===== src/rtl/disp_mux_scheduler.sv =====
`default_nettype none
// ============================================================================
// Module   : disp_mux_scheduler
// Brief    : Select sequencer for the 32-bit 16:1 display/debug source mux.
//            Manual mode passes the switch index through. Auto mode scans the
//            enabled channels and holds each one for DWELL clock cycles.
//            Optional macro DISP_SCAN_REV_EN adds a 'dir' input that selects
//            a descending scan.
// Revision : 1.0 - initial release
// ============================================================================
module disp_mux_scheduler #(
  parameter int unsigned DWELL   = 25_000_000,
  parameter int unsigned DWELL_W = 25
) (
  input  logic        clk,
  input  logic        rst,
  input  logic        mode,
  input  logic [3:0]  man_sel,
  input  logic [15:0] ch_mask,
  input  logic        step,
  input  logic        hold,
`ifdef DISP_SCAN_REV_EN
  input  logic        dir,
`endif
  output logic [3:0]  s,
  output logic        ch_valid,
  output logic        wrap
);

  // Dwell counter value on which the held channel is released.
  localparam logic [DWELL_W-1:0] TERM_CNT = DWELL_W'(DWELL - 1);

  logic [3:0]         s_q,    s_d;
  logic [DWELL_W-1:0] cnt_q,  cnt_d;
  logic               wrap_q, wrap_d;

  logic               any_en;
  logic               at_term;
  logic               advance;
  logic               search_desc;
  logic [3:0]         next_ch;
  logic               next_wraps;

  assign any_en  = |ch_mask;
  assign at_term = (cnt_q == TERM_CNT);

  // With an empty mask there is nowhere to go, so neither the terminal
  // count nor step may move the select.
  assign advance = mode && any_en && ((at_term && !hold) || step);

`ifdef DISP_SCAN_REV_EN
  assign search_desc = dir;
`else
  assign search_desc = 1'b0;
`endif

  // Circular search for the next enabled channel; offset 16 lands back on
  // s itself so a single enabled channel re-selects itself.
  always_comb begin
    logic       hit;
    logic [3:0] idx;
    hit     = 1'b0;
    idx     = s_q;
    next_ch = s_q;
    for (int k = 1; k <= 16; k++) begin
      if (search_desc) begin
        idx = s_q - 4'(k);
      end else begin
        idx = s_q + 4'(k);
      end
      if (!hit && ch_mask[idx]) begin
        hit     = 1'b1;
        next_ch = idx;
      end
    end
  end

  // Wrap means the search crossed the end of the index range (or came back
  // to the same channel) in the current scan direction.
  always_comb begin
    next_wraps = 1'b0;
    if (search_desc) begin
      next_wraps = (next_ch >= s_q);
    end else begin
      next_wraps = (next_ch <= s_q);
    end
  end

  // Next-state for select, dwell counter and wrap pulse.
  always_comb begin
    s_d    = s_q;
    cnt_d  = cnt_q;
    wrap_d = 1'b0;
    if (!mode) begin
      s_d   = man_sel;
      cnt_d = '0;
    end else if (!any_en) begin
      cnt_d = '0;
    end else if (advance) begin
      s_d    = next_ch;
      cnt_d  = '0;
      wrap_d = next_wraps;
    end else if (!hold) begin
      cnt_d = cnt_q + 1'b1;
    end
  end

  // State registers; reset restarts the scan at channel 0 immediately.
  always_ff @(posedge clk or posedge rst) begin
    if (rst) begin
      s_q    <= 4'd0;
      cnt_q  <= '0;
      wrap_q <= 1'b0;
    end else begin
      s_q    <= s_d;
      cnt_q  <= cnt_d;
      wrap_q <= wrap_d;
    end
  end

  assign s        = s_q;
  assign wrap     = wrap_q;
  assign ch_valid = ch_mask[s_q];

endmodule
`default_nettype wire


===== config.mk =====
export PLATFORM = sky130hd
export DESIGN_NAME = disp_mux_scheduler
export DESIGN_NICKNAME = d
export VERILOG_FILES = /design/src/rtl/disp_mux_scheduler.sv
export SDC_FILE = /design/constraint.sdc
export NUM_CORES = 1
export LEC_CHECK = 0
export BUFFER_PORTS_ARGS = -buffer_cell sky130_fd_sc_hd__buf_2
export CAP_MARGIN = 20
export CORE_UTILIZATION = 45
export CTS_CLUSTER_DIAMETER = 40
export DETAILED_ROUTE_END_ITERATION = 6
export SLEW_MARGIN = 25
export SYNTH_ARGS = -nofsm -noshare
export SYNTH_HDL_FRONTEND = slang
export SYNTH_SLANG_ARGS = --single-unit
export TNS_END_PERCENT = 100

===== constraint.sdc =====
create_clock -name clk -period 16 [get_ports clk]
set_input_delay 3.2 -clock clk [delete_from_list [all_inputs] [get_ports clk]]
set_output_delay 3.2 -clock clk [all_outputs]
set_load 0.03 [all_outputs]

==> results.sh <==
export IMPL_wire_per_inst_um=18.7
export IMPL_status="completed"
export IMPL_synth_seq_cells=30
export IMPL_routed_via_density=6.40
export IMPL_syn_num_nets=504
export IMPL_final_cell_area_um2=4340
export IMPL_seq_area_um2=751
export IMPL_slowest_delay_ns=0.54
export IMPL_synth_top_area_share_pct=18.7
export IMPL_post_cts_buffers=0
export IMPL_layout_nets=529
export IMPL_fin_crit_ns=7.97
export IMPL_vias=3832
export IMPL_hold_class="register to register"
export IMPL_clock_fmax_mhz=125
export IMPL_rsz0062_at_grt="false"
export IMPL_antenna_left=0
export IMPL_fin_cells=599
export IMPL_fin_ws_ns=8.03
export IMPL_cts_root_buf="clkbuf_8"
export IMPL_layout_common_cells="nor2_1, nand2_1, mux2i_1, dfrtp_1, buf_2"
export IMPL_post_cts_resized=0
export IMPL_grt_use_total_pct=25.5
export IMPL_grt_overflow_total=0
export IMPL_die_area_um2=9290
export IMPL_crit_path_max_fanout=7
export IMPL_slew_headroom_pct=34.0
export IMPL_layout_cells_most_common="nor2_1"
export IMPL_endpoint_kind="primary output"
export IMPL_drive_gt1_share_pct=18.9
export IMPL_worstPathCellList="buf_2 -> mux2_2 -> mux4_2 -> mux2i_1 -> inv_1 -> buf_2"
export IMPL_synthTopCellsByArea="dfrtp_1, mux4_2, mux2i_1, nor2_1, mux2_2"
export IMPL_path_clk_slew_ns=0.06
export IMPL_dp_hpwl_um=8530
export IMPL_dp_cells=592
export IMPL_insertion_delay_ns=0.28
export IMPL_crit_path_frequent_cell="buf_2"
export IMPL_htree_levels=2
export IMPL_post_route_drc_count=0
export IMPL_grt_max_degree=38
export IMPL_antenna_found_initial=0
export IMPL_cp_start_kind="input port"
export IMPL_cpMaxStageDelayCell="mux4_2"
export IMPL_gp_congestion=0.972
export IMPL_setup_viol=0
export IMPL_ys_warn_count=0
export IMPL_coreArea_um2=8680
export IMPL_ys_seq_area_share_pct=18.7
export IMPL_finalCritPeriodShare_pct=49.8
export IMPL_ys_types=65
export IMPL_cp_data_required_time_ns=12.80
export IMPL_die_height_um=96.4
export IMPL_start_util_pct=46.2
export IMPL_worstSetupPathType="input port to primary output"
export IMPL_grt_pass1_vias=3419
export IMPL_clock_skew_ns=0.00577
export IMPL_clockBufferDepth=2
export IMPL_arrival_ns=4.77
export IMPL_syn_instance_count=466
export IMPL_synthToLayoutAreaGrowth_pct=8.15
export IMPL_drt_iter0_markers=304
export IMPL_yosys_area_top_type="dfrtp_1"
export IMPL_synth_ff_type="dfrtp_1"
export IMPL_synthArstFlopShare_pct=100
export IMPL_diodes=0
export IMPL_crit_buf_inv=3
export IMPL_cpLargestDelayFamily="multiplexers"
export IMPL_drt_pass1_iter_count=5
export IMPL_drv_cap=0
export IMPL_pre_cts_slack_ns=8.05
export IMPL_drt_wl_total_um=11200
export IMPL_cts_hold_buffers_added=0
export IMPL_grt_pass1_wl_um=18000
export IMPL_io_pins=31
export IMPL_drv_slew=0
export IMPL_numCtsBuffers=5
export IMPL_die_w_um=96.4
export IMPL_place_area_um2=4260
export IMPL_fillers=867
export IMPL_syn_area_um2=4010
export IMPL_row_count=34
export IMPL_synth_edf_count=0
export IMPL_tightestPinTransition_ns=0.987
export IMPL_setup_tns_ns=0
export IMPL_clock_sinks=30
export IMPL_multiInputGateArea_um2=3110
export IMPL_cts_tree="done"
export IMPL_portBuffers=30
export IMPL_avgSynthCellArea_um2=8.60
export IMPL_hold_viol_final=0
registers in the layout (all words and copies together), names as in the netlist:
name / cells
cnt_q: 25
s: 4
wrap: 1
worst reg2reg max path, cell delays in order (launching register included):
cell,delay [ns]
dfrtp_1,0.32
buf_4,0.41
inv_1,0.32
ha_1,0.80
mux4_2,0.46
mux2i_1,0.41
mux2i_1,0.30
or3_4,0.50
nor3_4,0.34
nand2_1,0.21
nor4b_1,0.78
nor2_1,0.11
nand2_1,0.10
ha_1,0.23
o21ai_0,0.08
nand2b_1,0.07
a21oi_1,0.15
a41oi_1,0.07
nor2_1,0.12
metal layers:
metal | routed length, um | GRT usage (%)
met5 | 0 | 0
met1 | 5240 | 38.1
met4 | 186 | 5.15
met2 | 4960 | 38.1
met3 | 843 | 5.09
cells in the mapped netlist (4+ instances only):
| library cell | n |
|---|---|
| a21oi_1 | 29 |
| a31oi_1 | 6 |
| and2_1 | 4 |
| and3_1 | 5 |
| buf_2 | 7 |
| clkbuf_1 | 10 |
| dfrtp_1 | 30 |
| ha_1 | 13 |
| inv_1 | 15 |
| mux2_2 | 16 |
| mux2i_1 | 33 |
| mux4_2 | 25 |
| nand2_1 | 36 |
| nand2b_1 | 4 |
| nand3_1 | 21 |
| nor2_1 | 53 |
| nor2b_1 | 7 |
| nor3_1 | 12 |
| nor4_1 | 6 |
| o2111ai_1 | 4 |
| o21ai_0 | 21 |
| o22ai_1 | 6 |
| or3_1 | 7 |
| xnor2_1 | 19 |
| xor2_1 | 17 |
final timing paths:
path	from	to	slack, ns	cells past startpoint
max	ch_mask[11]	ch_valid	8.03	6
min	cnt_q[2]	cnt_q[2]	0.54	2
max reg2reg	s[1]	wrap	10.15	18
min reg2reg	cnt_q[2]	cnt_q[2]	0.54	2
max in group asynchronous	rst	cnt_q[2]	12.72	3
min in group asynchronous	rst	cnt_q[15]	2.98	3
through the flow:
step                      utilization [%]  hold slack [ns]
final                                50.0            0.544
after global routing                 50.0            0.579
after CTS                            50.0            0.543
after detailed placement             49.1            0.530
after global placement               49.1            0.519
after floorplan                         -            0.497
layout make-up:
class                   count  share of cell area, %
clock buffers               7                   1.76
flip-flops and latches     30                   17.3
repair buffers             37                   4.68
multi-input cells         400                   71.7
inverters                  17                   1.47
well taps                 108                   3.12
cells by family (layout without fill, tap and decap cells):
group           Yosys count  after routing  synth area share, %
buf+inv                  36             61                 3.78
xor+xnor                 36             36                 7.87
flops                    30             30                 18.7
fa+ha+maj                13             13                 4.06
compound gates          102            102                 16.4
simple gates            174            174                 21.7
mux                      75             75                 27.4
Power is not shown: default switching activity piles up to over one toggle a cycle in this logic, so the estimate is an artifact.
